[config.mk]
export PLATFORM = sky130hd
export DESIGN_NAME = prog_loader
export DESIGN_NICKNAME = d
export VERILOG_FILES = /design/src/rtl/prog_loader_pkg.sv /design/src/rtl/prog_loader_word_assembler.sv /design/src/rtl/prog_loader.sv
export SDC_FILE = /design/constraint.sdc
export NUM_CORES = 1
export LEC_CHECK = 0
export BUFFER_PORTS_ARGS = -buffer_cell sky130_fd_sc_hd__clkbuf_2
export CAP_MARGIN = 20
export CORE_ASPECT_RATIO = 0.6
export CORE_MARGIN = 4
export CORE_UTILIZATION = 35
export CTS_CLUSTER_DIAMETER = 200
export DETAILED_ROUTE_END_ITERATION = 10
export HOLD_SLACK_MARGIN = 0.1
export PLACE_DENSITY = 0.53
export SLEW_MARGIN = 40
export SYNTH_ARGS = -nofsm -noshare
export SYNTH_HDL_FRONTEND = slang
export SYNTH_SLANG_ARGS = --single-unit
[constraint.sdc]
create_clock -name clk -period 2.4 [get_ports clk]
set_input_delay 0.24 -clock clk [delete_from_list [all_inputs] [get_ports clk]]
set_output_delay 0.24 -clock clk [all_outputs]
set_load 0.01 [all_outputs]
[src/rtl/prog_loader_pkg.sv]
// rtl/prog_loader_pkg.sv - shared tag constants and loader state encoding
package prog_loader_pkg;

    localparam logic [7:0] TAG_TEXT = 8'h00;
    localparam logic [7:0] TAG_DATA = 8'h01;
    localparam logic [7:0] TAG_DONE = 8'hFF;

    typedef enum logic [2:0] {
        TAG    = 3'd0,
        CNT_HI = 3'd1,
        CNT_LO = 3'd2,
        DATA   = 3'd3,
        WRITE  = 3'd4,
        DONE   = 3'd5,
        ERR    = 3'd6
    } state_e;

endpackage

[src/rtl/prog_loader_word_assembler.sv]
// rtl/prog_loader_word_assembler.sv - big-endian byte-to-word shift register
module word_assembler (
    input  logic        clk,
    input  logic        reset,
    input  logic        clear_i,
    input  logic        shift_i,
    input  logic [7:0]  byte_i,
    output logic [31:0] word_o,
    output logic        word_done_o
);

    logic [31:0] word_q;
    logic [1:0]  idx_q;

    // The byte being shifted in completes the word when three are already held.
    assign word_done_o = shift_i && (idx_q == 2'd3);
    assign word_o      = word_q;

    // MSB-first shift; clear drops any partial word at the start of a frame.
    always_ff @(posedge clk or posedge reset) begin
        if (reset) begin
            word_q <= 32'h0;
            idx_q  <= 2'd0;
        end else if (clear_i) begin
            word_q <= 32'h0;
            idx_q  <= 2'd0;
        end else if (shift_i) begin
            word_q <= {word_q[23:0], byte_i};
            idx_q  <= idx_q + 2'd1;
        end
    end

endmodule

[src/rtl/prog_loader.sv]
// rtl/prog_loader.sv - boot stream parser writing .text/.data words and gating CPU reset
module prog_loader
    import prog_loader_pkg::*;
#(
    parameter int ADDR_WIDTH = 12,
    parameter int TEXT_BASE  = 0,
    parameter int DATA_BASE  = 2048
) (
    input  logic                  clk,
    input  logic                  reset,
    input  logic [7:0]            in_data,
    input  logic                  in_valid,
    output logic                  in_ready,
    output logic                  mem_we,
    output logic [ADDR_WIDTH-1:0] mem_addr,
    output logic [31:0]           mem_wdata,
    output logic                  cpu_reset,
    output logic                  loaded,
    output logic                  error,
    output logic [15:0]           words_written
);

    state_e                state_q, state_d;
    logic [15:0]           cnt_q, cnt_d;
    logic [ADDR_WIDTH-1:0] addr_q, addr_d;
    logic                  we_q, we_d;
    logic [15:0]           wr_cnt_q, wr_cnt_d;
    logic                  cpu_reset_q, cpu_reset_d;
    logic                  loaded_q, loaded_d;
    logic                  error_q, error_d;

    logic                  accept;
    logic                  frame_start;
    logic                  data_shift;
    logic                  word_done;
    logic [15:0]           cnt_full;

    assign in_ready    = (state_q == TAG) || (state_q == CNT_HI) ||
                         (state_q == CNT_LO) || (state_q == DATA);
    assign accept      = in_valid && in_ready;
    assign frame_start = accept && (state_q == TAG);
    assign data_shift  = accept && (state_q == DATA);
    assign cnt_full    = {cnt_q[15:8], in_data};

    word_assembler u_word_assembler (
        .clk         (clk),
        .reset       (reset),
        .clear_i     (frame_start),
        .shift_i     (data_shift),
        .byte_i      (in_data),
        .word_o      (mem_wdata),
        .word_done_o (word_done)
    );

    // Frame parser: tag, 16-bit count, then words each followed by one write cycle.
    always_comb begin
        state_d     = state_q;
        cnt_d       = cnt_q;
        addr_d      = addr_q;
        we_d        = 1'b0;
        wr_cnt_d    = wr_cnt_q;
        cpu_reset_d = cpu_reset_q;
        loaded_d    = loaded_q;
        error_d     = error_q;
        case (state_q)
            TAG: begin
                if (accept) begin
                    case (in_data)
                        TAG_TEXT: begin
                            addr_d  = ADDR_WIDTH'(TEXT_BASE);
                            state_d = CNT_HI;
                        end
                        TAG_DATA: begin
                            addr_d  = ADDR_WIDTH'(DATA_BASE);
                            state_d = CNT_HI;
                        end
                        TAG_DONE: begin
                            state_d     = DONE;
                            loaded_d    = 1'b1;
                            cpu_reset_d = 1'b0;
                        end
                        default: begin
                            state_d = ERR;
                            error_d = 1'b1;
                        end
                    endcase
                end
            end
            CNT_HI: begin
                if (accept) begin
                    cnt_d   = {in_data, cnt_q[7:0]};
                    state_d = CNT_LO;
                end
            end
            CNT_LO: begin
                if (accept) begin
                    cnt_d   = cnt_full;
                    state_d = (cnt_full == 16'h0) ? TAG : DATA;
                end
            end
            DATA: begin
                if (word_done) begin
                    we_d    = 1'b1;
                    state_d = WRITE;
                end
            end
            WRITE: begin
                addr_d   = addr_q + ADDR_WIDTH'(1);
                cnt_d    = cnt_q - 16'd1;
                wr_cnt_d = (wr_cnt_q == 16'hFFFF) ? wr_cnt_q : wr_cnt_q + 16'd1;
                state_d  = (cnt_q > 16'd1) ? DATA : TAG;
            end
            DONE: begin
                state_d = DONE;
            end
            ERR: begin
                state_d = ERR;
            end
            default: begin
                state_d = ERR;
                error_d = 1'b1;
            end
        endcase
    end

    // State and registered outputs; reset drops any frame in flight and re-holds the CPU.
    always_ff @(posedge clk or posedge reset) begin
        if (reset) begin
            state_q     <= TAG;
            cnt_q       <= 16'h0;
            addr_q      <= '0;
            we_q        <= 1'b0;
            wr_cnt_q    <= 16'h0;
            cpu_reset_q <= 1'b1;
            loaded_q    <= 1'b0;
            error_q     <= 1'b0;
        end else begin
            state_q     <= state_d;
            cnt_q       <= cnt_d;
            addr_q      <= addr_d;
            we_q        <= we_d;
            wr_cnt_q    <= wr_cnt_d;
            cpu_reset_q <= cpu_reset_d;
            loaded_q    <= loaded_d;
            error_q     <= error_d;
        end
    end

    assign mem_we        = we_q;
    assign mem_addr      = addr_q;
    assign cpu_reset     = cpu_reset_q;
    assign loaded        = loaded_q;
    assign error         = error_q;
    assign words_written = wr_cnt_q;

endmodule

[Yosys cells after proc, flatten, opt, wreduce, memory -nomap -nowiden]
Cells that the tools add are included.
Word-level totals
  register bits after elaboration: 85
Cells by class
  equal/unequal tests: 16
  order comparisons: 1
  bitwise gates (word level): 4
  reductions and logical operators: 24
  muxes and demuxes: 23
  add/subtract/negate cells: 4
Operators with widths (number)
  two-way mux 32 bit: 2
  case mux 12 bit (2 select lines): 2
  case mux 16 bit (3 select lines): 1
  case mux 3 bit (6 select lines): 1
  adder 16 x 1 -> 16 bit, second input constant: 1
  equality test 16 bit, second input constant: 1
  > comparator 16 x 1 -> 1 bit, second input constant: 1
  logical NOT 16 bit: 1
  two-way mux 16 bit: 1
  subtractor 16 x 1 -> 16 bit, second input constant: 1
  AND reduction 3 bit: 5
  adder 12 x 1 -> 12 bit, second input constant: 1
  two-way mux 12 bit: 1
  two-way mux 3 bit: 4
  equality test 3 bit, second input constant: 3
  equality test 8 x 1 -> 1 bit, second input constant: 1
  equality test 8 bit, second input constant: 1
  logical NOT 8 bit: 1
  two-way mux 2 bit: 4
  two-way mux 8 bit: 1
  inequality test 2 bit, second input constant: 4
  nonzero test 2 bit: 4
  equality test 3 x 2 -> 1 bit, second input constant: 2
  case mux 3 bit (2 select lines): 1
  other kinds (16): 27

[Logic depth before layout (Yosys ltp)]
Gate-level depths: netlist (run 1).
  depth after elaboration: 9
  depth in mapped cells: 7
  depth with buffers taken out: 6

[Cells and area by module]
Synthesis (run 1) repeated with hierarchy kept, for this count alone.
Unflattened totals
  cells, all modules: 423
  area total of the unflattened synthesis: 4305.4 µm²
Modules (own cells, without submodules)
  prog_loader: seq. area each 1277.5 µm², times used 1, area each 2874.0 µm², cells each 310
  word_assembler: seq. area each 850.8 µm², times used 1, area each 1431.4 µm², cells each 113

[Worst setup path before layout (run 1)]
No wires, ideal clock.
  kind: flip-flop to flip-flop
  start point: register wr_cnt_q[0] (netlist: words_written[0])
  end point: register wr_cnt_q[1] (netlist: words_written[1])
  slack: 0.570 ns
  period minus slack after synthesis: 1.830 ns
  path buffers: 0
  arrival time: 1.706 ns
  stages on the path, launching flop included: 6
  cells stage by stage: dfrtp_1 -> ha_1 -> nand4_1 -> nor4_4 -> nor2_1 -> mux2_2
On the way
  cells in the longest elaborated chain, start to end: 3
  elaborated cells on any way between the ends: 4
  classes of those cells: add/sub (1); eq/ne (1); bitwise (1); reduce/logical (1)
Ends and longest elaborated chain
  start: declaration: line prog_loader.sv:27  | logic [15:0] wr_cnt_q, wr_cnt_d;
  start signal: assignment: line prog_loader.sv:142  | wr_cnt_q <= wr_cnt_d;
  branches (longest 3 deep; another with adder 16 x 1 -> 16 bit)
Parallel ways; which one is timed is not known.
A chain may end at the register's enable or synchronous reset.

[Worst setup path after layout (run 1)]
Same ends and word-level chain as after synthesis.

==> metrics.cfg, run 1 <==
[drt]
routed_wl_mm = 11.6
drc = 0
via_count = 3853
viasPerCell = 5.38
ant_nets = 0
drt-pass1-iter-count = 5
avgRoutedWirePerCell_um = 16.3
drt_iter0_drc = 288

[critical_path]
reg2reg_slack_ps = 380
critPathMaxFanout = 9
crit_type = flip-flop to flip-flop
worstSetupStartpointType = flip-flop
reg2reg_to = words_written[1]
cp-startpoint = words_written[0]
end_kind = flip-flop
crit_required_ps = 2630
worstSetupEndpoint = words_written[1]
r2r_start = words_written[0]
reg2reg_depth = 5
crit_arrival_ps = 2250

[synthesis]
postSynth.asyncResetShare = 1.00
synth_area_per_cell_um2 = 9.27
ys.flop_type = dfrtp_1
yosys_register_bits = 85
netlist_instances = 469
synth_edf_count = 0
synth_cell_type_count = 62
yosysWarnings = 0
synth-seq-area-share = 0.490
synth_fp_nets = 485
syn_area_mm2 = 0.00435

[timing]
fmaxAchievable_mhz = 494
rsz0062_at_grt = false
slew_violations = 0
fin_crit_sh = 0.843
max_slew_margin = 0.585
fin_setup_tns_ps = 0
period_minus_slack_ps = 2020
fin_skew_ps = 7.02
hold_viol_final = 0
setup_viol = 0
tightest_slew_ps = 618

[global_routing]
grt_pass1_vias = 3593
gr-total-overflow = 0
grt_usage = 0.164
antenna_found_initial = 0
grtUsageMet1 = 0.237
grt_max_degree = 37
met2_usage = 0.242
top_usage_layer = met2
grt_pass1_wl_mm = 18.9
use_met3 = 0.0520

[floorplan]
rows = 31
ios = 76
coreArea_mm2 = 0.0121
dieArea_mm2 = 0.0143
fp.dieH_um = 94.3
initial_utilization = 0.359
die_x_um = 152

[clock_network]
cts_buffers = 9
cts_setup_buffers = 0
cts_max_level = 3
cts_max_path_buffers = 2
cts.clk_slew.worst_paths_ps = 60
cts-root-buf = clkbuf_16
clk_latency_ps = 340
cts_tree = done
cts_sinks = 85

[finish]
final_cell_mix = nand2_1 (93), dfrtp_1 (84), clkbuf_2 (75)
diodes = 0
mostFrequentLayoutCell = nand2_1
synthToLayoutAreaGrowth_pct = 20.8
nNetsFinal = 565
drive_gt1_frac = 0.218

[placement]
dp_hpwl_mm = 8.11
port_buffers = 75
globalplace.congestion = 0.795

[power_and_ir_drop]
vdd_drop_max_v = 0.000345
p_total_w = 0.00286
p_per_area_mw_per_mm2 = 545
p_leak_nw = 2.45

[outcome]
status = completed

[hold_path]
hp-class = primary input to flip-flop

[job]
maxCapViolCount = 0

cell usage after synthesis, types with 3 or more instances:
library cell | count | area [um^2]
nand3_1 | 10 | 50.1
a22oi_1 | 9 | 67.6
nor4_1 | 8 | 50.1
nand4_1 | 9 | 56.3
xor2_1 | 14 | 123
o21ai_1 | 3 | 15.0
mux2i_1 | 3 | 30.0
inv_1 | 11 | 41.3
clkbuf_1 | 12 | 45.0
nand2b_1 | 5 | 31.3
and3_1 | 8 | 50.1
nor3_1 | 14 | 70.1
nor2_1 | 17 | 63.8
o211ai_1 | 8 | 60.1
a32oi_1 | 5 | 43.8
dfrtp_1 | 84 | 2100
a21oi_1 | 39 | 195
and2_1 | 3 | 18.8
nor4b_1 | 3 | 26.3
ha_1 | 5 | 62.6
buf_2 | 8 | 40.0
o31ai_1 | 3 | 22.5
o21ai_0 | 33 | 165
or4_1 | 5 | 37.5
or3_1 | 6 | 37.5
nor2b_1 | 4 | 25.0
nand2_1 | 93 | 349
flip-flops by register name, indices dropped and copies added, names as in the netlist:
register / count
error: 1
words_written: 16
u_word_assembler.idx_q: 2
cnt_q: 16
loaded: 1
mem_addr: 12
mem_we: 1
cpu_reset: 1
state_q: 3
u_word_assembler.word_o: 32
where the power goes:
group	switching, W	internal [W]	leakage [nW]	total (W)
Clock	0.000551	0.000769	0.133	0.00132
Sequential	0.00000759	0.00144	1.10	0.00145
Combinational	0.0000660	0.0000267	1.22	0.0000927
Total	0.000624	0.00224	2.45	0.00286
stage by stage:
step	setup WS (ps)	util	cells	area [um^2]	hold WS, ps
after floorplan	570	-	469	4350	357
after global placement	387	0.411	702	4970	236
after detailed placement	375	0.411	702	4970	240
after CTS	366	0.434	716	5250	227
after global routing	155	0.434	716	5250	260
final	377	0.434	716	5250	244
worst min-delay path by stage:
stage / startpoint / to / slack, ps / cells after the start
after floorplan: in_data[1] / u_word_assembler.word_o[1] / 360 / 2
after global placement: reset / mem_we / 240 / 2
after detailed placement: reset / u_word_assembler.word_o[30] / 240 / 2
after CTS: in_data[7] / u_word_assembler.word_o[7] / 230 / 3
after global routing: in_data[4] / u_word_assembler.word_o[4] / 260 / 3
final: in_data[7] / u_word_assembler.word_o[7] / 240 / 3
cell type report:
cell class	count	area [um^2]
tap	165	206
clock inverter	1	7.51
multi-input combinational	350	2070
inverter	11	45.0
timing repair buffer	92	531
sequential	85	2130
fill	1208	6850
clock buffer	12	267
kinds of logic after synthesis:
logic type      share of synthesized area
compound gates                      0.171
xor+xnor                           0.0322
fa+ha+maj                          0.0144
buf+inv                            0.0360
flops                               0.490
mux                               0.00950
simple gates                        0.248
worst max-delay path: stages (launching register included):
cell	delay, ps
dfrtp_1	430
ha_1	210
nand4_1	270
nor4_4	570
nor2_1	140
mux2_2	290
repair_timing:
item                      CTS  global route
hold buffers                1             0
resized for setup           0             0
hold endpoints to repair   12             0
per-layer routing:
metal  share of wire  wire length (um)
met4          0.0093               108
met2            0.43              5040
met3           0.069               798
met1            0.49              5690
met5               0                 0
Note: power is estimated with default switching activity, not from simulation.
==> run 2: changes to the inputs <==
--- a/config.mk
+++ b/config.mk
@@ -5,6 +5,7 @@
 export SDC_FILE = /design/constraint.sdc
 export NUM_CORES = 1
 export LEC_CHECK = 0
+export ABC_AREA = 1
 export BUFFER_PORTS_ARGS = -buffer_cell sky130_fd_sc_hd__clkbuf_2
 export CAP_MARGIN = 20
 export CORE_ASPECT_RATIO = 0.6
@@ -13,7 +14,7 @@
 export CTS_CLUSTER_DIAMETER = 200
 export DETAILED_ROUTE_END_ITERATION = 10
 export HOLD_SLACK_MARGIN = 0.1
-export PLACE_DENSITY = 0.53
+export PLACE_DENSITY = 0.51
 export SLEW_MARGIN = 40
 export SYNTH_ARGS = -nofsm -noshare
 export SYNTH_HDL_FRONTEND = slang
==> constraint.sdc (replaced) <==
create_clock -name clk -period 1.93 [get_ports clk]
set_input_delay 0.193 -clock clk [delete_from_list [all_inputs] [get_ports clk]]
set_output_delay 0.193 -clock clk [all_outputs]
set_load 0.01 [all_outputs]
==> metrics.cfg, run 2 <==
[outcome]
status = completed

[timing]
setup_viol = 0  ; unchanged
period_minus_slack_ps = 1760  ; -260 ps
tightest_slew_ps = 459  ; -160 ps
fin_hold_ws_ps = 213  ; -30.5 ps
rsz0062_at_grt = false
max_slew_margin = 0.694  ; +0.110
slew_violations = 0  ; unchanged
fin_skew_ps = 12.6  ; +5.54 ps
fmaxAchievable_mhz = 567  ; +15%
hold_viol_final = 0  ; unchanged
setup_ws_ps = 168  ; -210 ps
fin_crit_sh = 0.913  ; +0.0705
fin_setup_tns_ps = 0  ; unchanged

[drt]
drt-pass1-iter-count = 5  ; unchanged
routed_wl_mm = 11.8  ; +1.5%
ant_nets = 0  ; unchanged
viasPerCell = 4.84  ; -10%
via_count = 4010  ; +4.1%
drt_iter0_drc = 242  ; -16%
avgRoutedWirePerCell_um = 14.3  ; -12%
drc = 0  ; unchanged

[critical_path]
crit_required_ps = 2150  ; -480 ps
crit_arrival_ps = 1980  ; -270 ps
end_kind = flip-flop
worstSetupStartpointType = flip-flop
critPathMaxFanout = 12  ; +3
crit_type = flip-flop to flip-flop

[finish]
mostFrequentLayoutCell = nand2_1
drive_gt1_frac = 0.195  ; -0.0232
nNetsFinal = 674  ; +19%
final-seq-area_mm2 = 0.00213  ; unchanged
synthToLayoutAreaGrowth_pct = 19.8
multi_input_area_mm2 = 0.00204  ; -1.4%
final_cell_mix = nand2_1 (151), dfrtp_1 (84), clkbuf_2 (75)
fill_cells = 1215  ; +0.58%
largest_reg_flops = 32  ; unchanged
final-instance-count-excl-fill = 828  ; +16%
fin_area_mm2 = 0.00544  ; +3.5%
diodes = 0  ; unchanged

[synthesis]
synth_area_per_cell_um2 = 7.84  ; -15%
post-synth-top-count-cell = nand2_1
yosysTopAreaCellShare = 0.463  ; -0.0204
postSynth.asyncResetShare = 1.00  ; unchanged
syn_area_mm2 = 0.00454  ; +4.4%
synth_commonest_cells = nand2_1 (152), dfrtp_1 (84), nor2_1 (55)
yosys_register_bits = 85  ; unchanged
synth_edf_count = 0  ; unchanged
synth_fp_nets = 595  ; +23%
synthTopCellsByArea = dfrtp_1 (46%), nand2_1 (13%), nand3_1 (5.2%)
yosysWarnings = 0  ; unchanged
synth_cell_type_count = 35  ; -44%
ys.flop_type = dfrtp_1
synth_area_leader_cell = dfrtp_1
synth-seq-area-share = 0.469  ; -0.0207
netlist_instances = 579  ; +23%

[global_routing]
grt_pass1_vias = 3693  ; +2.8%
grt_max_degree = 86  ; +130%
antenna_found_initial = 0  ; unchanged
grt_pass1_wl_mm = 19.4  ; +2.4%
gr-total-overflow = 0  ; unchanged
grt_usage = 0.162  ; -0.00195

[hold_path]
hp-class = primary input to flip-flop

[placement]
globalplace.congestion = 0.906  ; +14%
dp_hpwl_mm = 8.83  ; +8.8%
port_buffers = 75  ; unchanged
dpl-instance-area_mm2 = 0.00507  ; +2.0%
dp_cells = 811  ; +16%
place_ws_ps = 125  ; -250 ps

[clock_network]
cts_sinks = 85  ; unchanged
clk_latency_ps = 340  ; about the same
cts_buffers = 9  ; unchanged
cts_max_path_buffers = 2  ; unchanged
cts_setup_buffers = 0  ; unchanged
cts.clk_slew.worst_paths_ps = 60  ; about the same
cts_max_level = 3  ; unchanged
cts_tree = done
cts-root-buf = clkbuf_16

[floorplan]
fp.dieH_um = 96.2  ; +2.0%
coreArea_mm2 = 0.0124  ; +2.2%
ios = 76  ; unchanged
dieArea_mm2 = 0.0149  ; +4.1%
initial_utilization = 0.367  ; +0.00759
rows = 31  ; unchanged
die_x_um = 155  ; +2.1%

[power_and_ir_drop]
p_per_area_mw_per_mm2 = 1550  ; +190%
vdd_drop_max_v = 0.000632  ; +83%
p_leak_nw = 2.73  ; +11%

[job]
maxCapViolCount = 0  ; unchanged

-- run 2: routing by layer --
metal,vias up,share of wire,track usage
li1,2040,-,-
met1,1862,0.54,0.253
met2,102,0.41,0.220
met3,6,0.051,0.0409
met4,0,0.0071,0.0389
met5,-,0,0
-- run 2: final cells by class --
type | instances | area share
repair buffers | 84 | 0.0842
inverters | 62 | 0.0463
clock inverters | 7 | 0.0235
well taps | 165 | 0.0380
flip-flops and latches | 85 | 0.391
clock buffers | 9 | 0.0414
multi-input cells | 416 | 0.375
-- run 2: worst paths after layout --
path | cells after the start | slack, ps | end | from
setup / recovery | 7 | 170 | cnt_q[10] | state_q[2]
hold / removal | 3 | 210 | u_word_assembler.word_o[5] | in_data[5]
setup reg to reg | 7 | 170 | cnt_q[10] | state_q[2]
hold reg to reg | 2 | 450 | cpu_reset | cpu_reset
max in group asynchronous | 4 | 1050 | cpu_reset | reset
min in group asynchronous | 4 | 530 | u_word_assembler.word_o[27] | reset
-- run 2: metrics by stage --
step,total power (W),utilization
6_report,0.00844,0.439
4_1_cts,0.00850,0.439
2_1_floorplan,0.00531,-
3_5_place_dp,0.00641,0.409
3_3_place_gp,0.00640,0.409
5_1_grt,0.00914,0.439
-- run 2: critical path, cell delays in order (launching register included) --
cell,delay (ps)
dfrtp_1,440
buf_4,190
nor2_1,360
o21ai_2,190
inv_2,190
o21ai_0,130
inv_1,70
a21oi_1,60
-- run 2: logic make-up after synthesis --
group,share of synthesized area
fa+ha+maj,0.0138
xor+xnor,0.0444
simple gates,0.264
flops,0.469
compound gates,0.125
buf+inv,0.0833
-- run 2: power breakdown --
| part | internal (W) | switching (W) | total, W |
|---|---|---|---|
| clock | 0.00129 | 0.000761 | 0.00205 |
| sequential | 0.00245 | 0.000577 | 0.00302 |
| combinational | 0.00120 | 0.00218 | 0.00337 |
| total | 0.00493 | 0.00352 | 0.00844 |
-- run 2: repair_timing --
| item | in CTS | in global routing |
|---|---|---|
| setup endpoints to repair | 0 | 4 |
| gates resized for setup | 0 | 2 |
| endpoints found under the hold margin | 84 | 0 |
| hold buffers | 1 | 0 |
==> run 3: changes to the inputs <==
--- a/config.mk
+++ b/config.mk
@@ -9,7 +9,7 @@
 export BUFFER_PORTS_ARGS = -buffer_cell sky130_fd_sc_hd__clkbuf_2
 export CAP_MARGIN = 20
 export CORE_ASPECT_RATIO = 0.6
-export CORE_MARGIN = 4
+export CORE_MARGIN = 1
 export CORE_UTILIZATION = 35
 export CTS_CLUSTER_DIAMETER = 200
 export DETAILED_ROUTE_END_ITERATION = 10
==> metrics.cfg, run 3 (synthesis gave the netlist of run 2 again) <==
[outcome]
status = completed

[timing]
rsz0062_at_grt = false
fmaxAchievable_mhz = 581  ; +2.5%
hold_viol_final = 0  ; unchanged
fin_setup_tns_ps = 0  ; unchanged
fin_hold_ws_ps = 209  ; -4.76 ps
fin_crit_sh = 0.891  ; -0.0219
period_minus_slack_ps = 1720  ; -42.3 ps
fin_skew_ps = 14.4  ; +1.85 ps
tightest_slew_ps = 458  ; -1.08 ps
slew_violations = 0  ; unchanged
max_slew_margin = 0.695  ; +0.000716
setup_viol = 0  ; unchanged

[drt]
avgRoutedWirePerCell_um = 14.3  ; about the same
drt_iter0_drc = 265  ; +9.5%
drc = 0  ; unchanged
via_count = 4047  ; +0.92%
routed_wl_mm = 11.8  ; +0.28%
viasPerCell = 4.88  ; +0.68%
ant_nets = 0  ; unchanged
drt-pass1-iter-count = 4  ; -1

[hold_path]
min_path_cells = 3  ; unchanged
hp-class = primary input to flip-flop

[global_routing]
grt_pass1_wl_mm = 20.1  ; +3.7%
antenna_found_initial = 0  ; unchanged
grt_pass1_vias = 3938  ; +6.6%
grt_max_degree = 86  ; unchanged
gr-total-overflow = 0  ; unchanged
grt_usage = 0.190  ; +0.0276

[critical_path]
cp-startpoint = state_q[0]
worstSetupStartpointType = flip-flop
crit_required_ps = 2150  ; about the same
end_kind = flip-flop
crit_type = flip-flop to flip-flop
worstSetupEndpoint = u_word_assembler.word_o[11]
critPathMaxFanout = 34  ; +22
reg2reg_to = u_word_assembler.word_o[11]
r2r_start = state_q[0]
reg2reg_slack_ps = 210  ; +40 ps
reg2reg_depth = 10  ; +3
crit_arrival_ps = 1940  ; -40 ps

[power_and_ir_drop]
p_leak_nw = 2.71  ; -0.56%
vdd_drop_max_v = 0.000627  ; -0.81%
p_per_area_mw_per_mm2 = 1520  ; -2.4%

[floorplan]
die_x_um = 149  ; -3.9%
ios = 76  ; unchanged
dieArea_mm2 = 0.0134  ; -9.9%
coreArea_mm2 = 0.0123  ; -0.31%
fp.dieH_um = 90.2  ; -6.2%
rows = 31  ; unchanged
initial_utilization = 0.368  ; +0.00115

[finish]
synthToLayoutAreaGrowth_pct = 18.9
drive_gt1_frac = 0.198  ; +0.00393
diodes = 0  ; unchanged
nNetsFinal = 676  ; +0.30%
final-instance-count-excl-fill = 830  ; +0.24%
final_cell_mix = nand2_1 (151), dfrtp_1 (84), clkbuf_2 (75)
largest_reg_flops = 32  ; unchanged
mostFrequentLayoutCell = nand2_1
fin_area_mm2 = 0.00540  ; -0.71%

[placement]
dp_hpwl_mm = 8.77  ; -0.64%
port_buffers = 75  ; unchanged
globalplace.congestion = 0.868  ; -4.1%
dp_cells = 813  ; +0.25%
dpl-instance-area_mm2 = 0.00508  ; +0.30%

[clock_network]
cts.clk_slew.worst_paths_ps = 70  ; about the same
cts_max_path_buffers = 2  ; unchanged
cts_tree = done
cts-root-buf = clkbuf_16
cts_max_level = 3  ; unchanged
cts_buffers = 9  ; unchanged
clk_latency_ps = 350  ; about the same
cts_sinks = 85  ; unchanged
cts_setup_buffers = 0  ; unchanged

[job]
maxCapViolCount = 0  ; unchanged

==> run 3: cell types whose count changed in the layout (fill, tap and decap cells not counted) <==
cell       before  now
nor2_1         55   54
clkinv_4        1    2
nor2_4          2    3
bufinv_16       3    0
nand2_4         3    2
inv_6           2    1
nand2_2         3    4
buf_4           7    9
inv_8           1    4
==> run 3: layer usage <==
layer | track usage | part of all wire
met5 | 0 | 0
met4 | 0.0340 | 0.0059
met3 | 0.0513 | 0.052
met2 | 0.257 | 0.39
met1 | 0.297 | 0.55
==> run 3: power breakdown <==
| part | switching [W] | internal [W] |
|---|---|---|
| registers | 0.000576 | 0.00244 |
| logic | 0.00221 | 0.00121 |
| clock network | 0.000821 | 0.000919 |
| total | 0.00361 | 0.00458 |
==> run 3: layout make-up <==
cell class                      count  area [um^2]
Fill cell                        1289         6940
Sequential cell                    85         2130
Multi-Input combinational cell    416         2040
Timing Repair Buffer               86          473
Inverter                           62          251
Clock buffer                        9          225
Tap cell                          165          206
Clock inverter                      7         71.3
==> run 3: how the worst min path moves through the flow <==
stage / startpoint / to
after floorplan: in_data[4] / cnt_q[4]
after global placement: reset / u_word_assembler.word_o[30]
after detailed placement: reset / u_word_assembler.word_o[30]
after CTS: in_data[2] / u_word_assembler.word_o[2]
after global routing: in_data[4] / cnt_q[4]
final: in_data[2] / u_word_assembler.word_o[2]
==> run 3: worst max-delay path: stages, from the launching register on <==
cell,delay (ps)
dfrtp_1,450
nor2_4,170
inv_2,70
nor2_4,120
inv_2,60
nor2_4,130
inv_4,160
nand2_4,100
inv_2,140
nand2_1,100
o21ai_0,80
==> run 3: timing repair <==
| action | 4_1_cts | 5_1_grt |
|---|---|---|
| hold endpoints to repair | 84 | 0 |
| hold buffers | 1 | 0 |
| resized for setup | 0 | 3 |
| endpoints found under the setup margin | 0 | 3 |
==> run 3: metrics by stage <==
| step | setup slack, ps | power [W] | util |
|---|---|---|---|
| 3_5_place_dp | 78.7 | 0.00644 | 0.412 |
| 2_1_floorplan | 415 | 0.00531 | - |
| 6_report | 210 | 0.00819 | 0.438 |
| 3_3_place_gp | 148 | 0.00640 | 0.412 |
| 5_1_grt | 23.2 | 0.00887 | 0.438 |
| 4_1_cts | 67.3 | 0.00824 | 0.437 |
